File: src/rtl/ram_port_arbiter.sv
// Round-robin arbiter sharing one registered-read block-RAM port among NUM_CLIENTS requesters.
// Define RAM_CLEAR_EN to zero-fill the whole RAM after reset, before any request is accepted.
module ram_port_arbiter #(
   parameter int NUM_CLIENTS = 4,
   parameter int WORD_WIDTH  = 16,
   parameter int ADDR_WIDTH  = 9
) (
   input  logic                              clk,
   input  logic                              rst,
   input  logic [NUM_CLIENTS-1:0]            req,
   input  logic [NUM_CLIENTS-1:0]            wr,
   input  logic [NUM_CLIENTS*ADDR_WIDTH-1:0] addr,
   input  logic [NUM_CLIENTS*WORD_WIDTH-1:0] wdata,
   output logic [NUM_CLIENTS-1:0]            gnt,
   output logic [NUM_CLIENTS-1:0]            rvalid,
   output logic [WORD_WIDTH-1:0]             rdata,
   output logic                              busy,
   output logic [ADDR_WIDTH-1:0]             ram_addr,
   output logic [WORD_WIDTH-1:0]             ram_data,
   output logic                              ram_wren,
   input  logic [WORD_WIDTH-1:0]             ram_q
);

   localparam int               IDX_W    = $clog2(NUM_CLIENTS);
   localparam logic [IDX_W-1:0] LAST_IDX = IDX_W'(NUM_CLIENTS - 1);
   localparam logic [IDX_W:0]   NC_WIDE  = (IDX_W + 1)'(NUM_CLIENTS);

   logic [IDX_W-1:0]      r_ptr;
   logic                  r_tag1_vld;
   logic                  r_tag2_vld;
   logic [IDX_W-1:0]      r_tag1_idx;
   logic [IDX_W-1:0]      r_tag2_idx;

   logic [IDX_W:0]        w_sum;
   logic [IDX_W-1:0]      w_cand;
   logic                  w_found;
   logic [IDX_W-1:0]      w_win_idx;
   logic                  w_win_wr;
   logic [ADDR_WIDTH-1:0] w_win_addr;
   logic [WORD_WIDTH-1:0] w_win_data;
   logic                  w_xfer;
   logic                  w_clr_wr;
   logic [ADDR_WIDTH-1:0] w_clr_addr;

   // Search from the client after the last winner, wrapping once around.
   // NOTE: every always_comb output gets a default first so no path can infer a latch.
   always_comb begin
      w_sum      = '0;
      w_cand     = '0;
      w_found    = 1'b0;
      w_win_idx  = '0;
      w_win_wr   = 1'b0;
      w_win_addr = '0;
      w_win_data = '0;
      for (int i = 1; i <= NUM_CLIENTS; i++) begin
         w_sum = {1'b0, r_ptr} + (IDX_W + 1)'(i);
         if (w_sum >= NC_WIDE) begin
            w_sum = w_sum - NC_WIDE;
         end
         w_cand = w_sum[IDX_W-1:0];
         if (!w_found && req[w_cand]) begin
            w_found    = 1'b1;
            w_win_idx  = w_cand;
            w_win_wr   = wr[w_cand];
            w_win_addr = addr[w_cand*ADDR_WIDTH +: ADDR_WIDTH];
            w_win_data = wdata[w_cand*WORD_WIDTH +: WORD_WIDTH];
         end
      end
   end

   always_comb begin
      gnt = '0;
      if (w_found && !busy && !rst) begin
         gnt[w_win_idx] = 1'b1;
      end
   end

   assign w_xfer = |gnt;

   // The read tag travels two stages so it lines up with the RAM's registered output.
   // NOTE: sequential state uses non-blocking assignments so every register samples pre-edge values.
   always_ff @(posedge clk or posedge rst) begin
      if (rst) begin
         r_ptr      <= LAST_IDX;
         r_tag1_vld <= 1'b0;
         r_tag1_idx <= '0;
         r_tag2_vld <= 1'b0;
         r_tag2_idx <= '0;
      end else begin
         if (w_xfer) begin
            r_ptr <= w_win_idx;
         end
         r_tag1_vld <= w_xfer & ~w_win_wr;
         r_tag1_idx <= w_win_idx;
         r_tag2_vld <= r_tag1_vld;
         r_tag2_idx <= r_tag1_idx;
      end
   end

   // Address and data hold between transfers; only the write enable drops.
   always_ff @(posedge clk or posedge rst) begin
      if (rst) begin
         ram_addr <= '0;
         ram_data <= '0;
         ram_wren <= 1'b0;
      end else if (w_clr_wr) begin
         ram_addr <= w_clr_addr;
         ram_data <= '0;
         ram_wren <= 1'b1;
      end else if (w_xfer) begin
         ram_addr <= w_win_addr;
         ram_data <= w_win_data;
         ram_wren <= w_win_wr;
      end else begin
         ram_wren <= 1'b0;
      end
   end

   always_comb begin
      rvalid = '0;
      if (r_tag2_vld) begin
         rvalid[r_tag2_idx] = 1'b1;
      end
   end

   assign rdata = ram_q;

`ifdef RAM_CLEAR_EN
   localparam logic [0:0] ST_CLEAR = 1'b0;
   localparam logic [0:0] ST_RUN   = 1'b1;

   logic [0:0]            r_state;
   logic [ADDR_WIDTH-1:0] r_clr_addr;

   always_ff @(posedge clk or posedge rst) begin
      if (rst) begin
         r_state    <= ST_CLEAR;
         r_clr_addr <= '0;
      end else if (r_state == ST_CLEAR) begin
         r_clr_addr <= r_clr_addr + 1'b1;
         if (r_clr_addr == '1) begin
            r_state <= ST_RUN;
         end
      end
   end

   assign busy       = (r_state == ST_CLEAR);
   assign w_clr_wr   = busy;
   assign w_clr_addr = r_clr_addr;
`else
   assign busy       = 1'b0;
   assign w_clr_wr   = 1'b0;
   assign w_clr_addr = '0;
`endif

endmodule

File: config.mk
export PLATFORM = sky130hd
export DESIGN_NAME = ram_port_arbiter
export DESIGN_NICKNAME = d
export VERILOG_FILES = /design/src/rtl/ram_port_arbiter.sv
export SDC_FILE = /design/constraint.sdc
export NUM_CORES = 1
export LEC_CHECK = 0
export CORE_ASPECT_RATIO = 1.25
export CORE_UTILIZATION = 49
export CTS_CLUSTER_DIAMETER = 80
export DETAILED_ROUTE_END_ITERATION = 12
export GPL_TIMING_DRIVEN = 0
export PLACE_DENSITY = 0.94
export SLEW_MARGIN = 20
export SYNTH_ARGS = -nofsm -noshare
export SYNTH_HDL_FRONTEND = slang
export SYNTH_SLANG_ARGS = --single-unit
File: constraint.sdc
create_clock -name clk -period 6.5 [get_ports clk]
set_input_delay 1.95 -clock clk [delete_from_list [all_inputs] [get_ports clk]]
set_output_delay 1.95 -clock clk [all_outputs]
set_load 0.1 [all_outputs]
After elaboration in Yosys (flattened, before gate mapping)
Cells that the tools add are included.
{ "totals": {"reg_bits": 34, "input_bits": 126, "output_inout_bits": 51} }
{ "classes": {"add_sub_neg": 8, "n_mul": 4, "n_lt_le_gt_ge": 12, "shifts": 8, "muxes": 47, "bitwise": 2, "reduce_logical": 11} }
{ "op_table": {"columns": ["op", "n"], "rows": [
  ["variable part select 64 x 7 -> 16 bit", 4],
  ["variable part select 36 x 7 -> 9 bit", 4],
  ["two-way mux 16 bit", 4],
  ["two-way mux 9 bit", 4],
  ["multiplier 2 x 4 -> 6 bit (second input constant)", 4],
  ["two-way mux 1 bit", 19],
  ["less-than comparator 2 x 3 -> 1 bit (second input constant)", 6],
  ["binary-select mux 1 bit (select 2 bit)", 8],
  ["two-way mux 2 bit", 8],
  ["greater-or-equal comparator 3 bit (second input constant)", 4],
  ["two-way mux 4 bit", 2],
  ["subtractor 2 x 1 -> 2 bit (second input constant)", 4],
  ["adder 2 x 2 -> 3 bit (second input constant)", 2],
  ["logical AND 1 bit", 6],
  ["demux 1 bit (select 2 bit)", 2],
  ["greater-or-equal comparator 2 x 1 -> 1 bit (second input constant)", 2],
  ["logical NOT 1 bit", 4],
  ["OR reduction 4 bit", 1],
  ["adder 2 x 1 -> 3 bit (second input constant)", 1],
  ["adder 2 x 3 -> 3 bit (second input constant)", 1],
  ["bitwise AND 1 bit", 1],
  ["inverter 1 bit", 1]
]} }

Logic depth before layout (Yosys ltp)
{ "logic_depth": {"depth_word": 22, "mapped_depth": 9, "ltp_nobuf": 5} }

Worst setup path after synthesis
Ideal clock, no wire load.
{ "synth_path": {"path_type": "input port to output port", "from": "input port req[2]", "to": "output port gnt[0]", "arrival_ns": 5.134, "t_required_ns": 4.550, "slack_ns": -0.584, "cell_stages": 6, "n_path_buf": 1, "path_cell_list": "buf_2 -> and3b_1 -> a311oi_2 -> or2_2 -> a32oi_2 -> nor3_1"} }
{ "synth_between": {"elab_chain_len": 17} }
{ "synth_rtl": {"columns": ["item", "line", "rtl"], "rows": [
  ["from (decl)", "10", "input logic [NUM_CLIENTS-1:0] req,"],
  ["binary-select mux 1 bit (select 2 bit)", "61", "if (!w_found && req[w_cand]) begin"],
  ["two-way mux 1 bit (not written as such)", "61", null],
  ["two-way mux 1 bit", "61", null],
  ["logical NOT 1 bit", "61", null],
  ["logical AND 1 bit", "61", null],
  ["two-way mux 1 bit", "61", null],
  ["logical NOT 1 bit", "61", null],
  ["logical AND 1 bit", "61", null],
  ["[2 not listed]", null, null],
  ["logical AND 1 bit", "61", null],
  ["two-way mux 2 bit (*)", "61", null],
  ["named net w_win_idx[0]", "37", "logic [IDX_W-1:0] w_win_idx;"],
  ["less-than comparator 2 x 3 -> 1 bit (not written as such) or greater-or-equal comparator 2 x 1 -> 1 bit (tied branches)", "74", "gnt[w_win_idx] = 1'b1;"],
  ["logical AND 1 bit (not written as such)", "74", null],
  ["two-way mux 1 bit (not written as such)", "74", null],
  ["demux 1 bit (select 2 bit) (*)", "74", null],
  ["two-way mux 4 bit (*)", "73", "if (w_found && !busy && !rst) begin"],
  ["to (decl)", "14", "output logic [NUM_CLIENTS-1:0] gnt,"]
]} }
The timed path passes the listed nets; every way through them passes the cells marked *. The select of a mux whose other input is x is not followed.

Final worst setup path
{ "layout_path": {"from": "input port req[3]", "to": "output port gnt[0]"} }
The elaborated chain is that of the path after synthesis.

==> impl_metrics.ini <==
[run_status]
outcome = complete, no violations

[logic_synthesis]
ys_ff_latch = 34
synth_fp_nets = 697
syn_area_per_cell_sq_um = 8.07
async_reset_ff_frac = 1.00
ys.warnings.count = 0
yosysUniqueCellTypes = 47
synthCells = 571
synthesis.area_sq_mm = 0.00461
synth_edf_count = 0
synth_ff_type = dfrtp_1
yosysSeqAreaShare = 0.185

[die]
initial_core_util = 0.505
dieArea_sq_mm = 0.00980
die_height_microns = 110
coreArea_sq_mm = 0.00913
fp-row-count = 39
die_w_microns = 88.8
io_pins = 177

[critical_path]
critPathMaxStageDelay_ps = 580
cp_data_required_time_ps = 4550
crit_buf_inv = 3
crit_type = in -> out
cp_top_family = buffers and inverters
r2r-end = ram_addr[1]
crit_start = req[3]
crit_slowest_cell = clkdlybuf4s15_2
r2r-start = r_ptr[1]
critPathCapture = gnt[0]
reg2reg_slack_ps = 3860
crit_chain = clkdlybuf4s50_1 > buf_4 > and3b_1 > a22o_1 > nor2_1 > a32oi_2 > nor3_2 > clkdlybuf4s15_2
worst-path-max-fanout = 10
crit_path_end_kind = primary output
reg2regPathDepth = 7
crit_arrival_ps = 4470
cp_num_cells = 8
crit_path_start_kind = primary input

[placed_design]
port_buffers = 158
dp_slack_ps = -746
globalplace.congestion = 0.933
place_hpwl_microns = 13000

[layout]
fillCellCount = 665
diodes = 0
nets = 864
final_core_util = 0.717
final_common_cell = clkdlybuf4s50_1
area_growth_pct = 42.0
drive_above_1_share = 0.171
final_cell_mix = clkdlybuf4s50_1, nor2_1, mux2i_1

[min_path]
hold_depth = 0
hp-class = reg -> reg

[global_route]
antenna_found_initial = 0
track_usage = 0.359
first_global_vias = 5997
grt_max_degree = 35
gr-total-overflow = 0
grt_pass1_wl_microns = 27600

[clocking]
tritoncts = done
clk_latency_ps = 290
cts.clk_slew.worst_paths_ps = 60
clock_sinks = 34
ctsLongestPathBuffers = 2
clockRootBuffer = clkbuf_16
cts_buffers = 5
htree_levels = 2

[timing]
fmax_mhz = 156
worstMarginPinSlew_ps = 985
worst_slack_ps = 75.9
hold_viol = 0
fin_crit_sh = 0.988
finalClockSkew_ps = 4.49
finalCriticalPeriod_ps = 6420
final_max_slew_viol_count = 0
slew_headroom = 0.341
setup_viol = 0

[route]
antenna_left = 0
avgViaCountPerCell = 6.74
first_pass_iters = 6
wl_per_cell_microns = 21.0
num_vias = 5810
drt_iter0_markers = 909
drt_wl_total_microns = 18100
drc_errors = 0

[power_and_ir_drop]
leakage_nw = 2.69
p_per_area_mw_per_mm2 = 464
ir_drop_mv = 0.341

[job]
drv_cap = 0
[final cells by class]
type | count | area [sq um] | share of cell area
clock inverter | 3 | 45.0 | 0.00688
inverter | 9 | 33.8 | 0.00516
timing repair buffer | 160 | 1590 | 0.244
sequential | 34 | 853 | 0.130
tap | 123 | 154 | 0.0235
multi-input combinational | 453 | 3320 | 0.508
buffer | 75 | 415 | 0.0635
clock buffer | 5 | 125 | 0.0191
[where the power goes]
part | total, mW | internal (mW) | switching, mW
logic | 2.36 | 0.796 | 1.56
registers | 0.386 | 0.313 | 0.0738
clock network | 0.287 | 0.181 | 0.105
total | 3.03 | 1.29 | 1.74
[kinds of logic after synthesis]
| family | after synthesis | synth area share |
|---|---|---|
| flops | 34 | 0.185 |
| mux | 131 | 0.317 |
| compound gates | 139 | 0.218 |
| xor+xnor | 1 | 0.00190 |
| other cells | 1 | 0.000813 |
| buf+inv | 84 | 0.0974 |
| simple gates | 181 | 0.179 |
[sequential cells by signal, summed over array words and instances (netlist names)]
register,flops
ram_data,16
r_tag1_vld,1
r_tag2_vld,1
r_tag2_idx,2
r_tag1_idx,2
ram_addr,9
r_ptr,2
ram_wren,1
[per-stage QoR]
stage | hold slack (ps) | total power [mW] | instance area [sq um] | TNS, ps | cells
after global placement | 336 | 2.62 | 6350 | -2340 | 852
after global routing | 361 | 3.14 | 6550 | -33.3 | 862
after detailed placement | 344 | 2.68 | 6350 | -2500 | 852
after floorplan | 331 | 2.11 | 4620 | -2.69 | 571
after CTS | 357 | 2.96 | 6520 | 0 | 860
final | 354 | 3.03 | 6550 | 0 | 862
[Yosys cell counts, drive strengths merged, types with 4 or more instances]
master,n,area share
nor2,79,0.064
mux2i,74,0.16
mux2,50,0.12
buf,46,0.066
dfrtp,32,0.17
nand2,30,0.024
clkbuf,29,0.024
o21ai,28,0.030
a21oi,27,0.029
nor3,27,0.029
a22oi,25,0.041
nand3,25,0.027
a2111oi,24,0.046
o31a,24,0.046
inv,9,0.0073
mux4,7,0.034
nor3b,5,0.0092
and3b,4,0.0076
[layer usage]
metal	wire length, microns	track usage	part of all wire	up-vias
li1	-	-	-	2456
met1	6110	0.414	0.34	2654
met2	8780	0.594	0.49	554
met3	2040	0.0643	0.11	146
met4	1140	0.233	0.063	0
met5	0	0	0	-
[repair_timing]
action                     in CTS  in global routing
pin swaps                       0                  1
setup buffers                   0                  2
setup endpoints to repair       4                  4
hold buffers                    0                  0
resized for setup              17                  2
[worst min-delay path by stage]
| stage | startpoint | endpoint |
|---|---|---|
| after floorplan | r_tag1_idx[0] | r_tag2_idx[0] |
| after global placement | r_tag1_vld | r_tag2_vld |
| after detailed placement | r_tag1_idx[1] | r_tag2_idx[1] |
| after CTS | r_tag1_idx[1] | r_tag2_idx[1] |
| after global routing | r_tag1_idx[1] | r_tag2_idx[1] |
| final | r_tag1_idx[1] | r_tag2_idx[1] |
No activity file was read; power rests on OpenSTA's default activity.
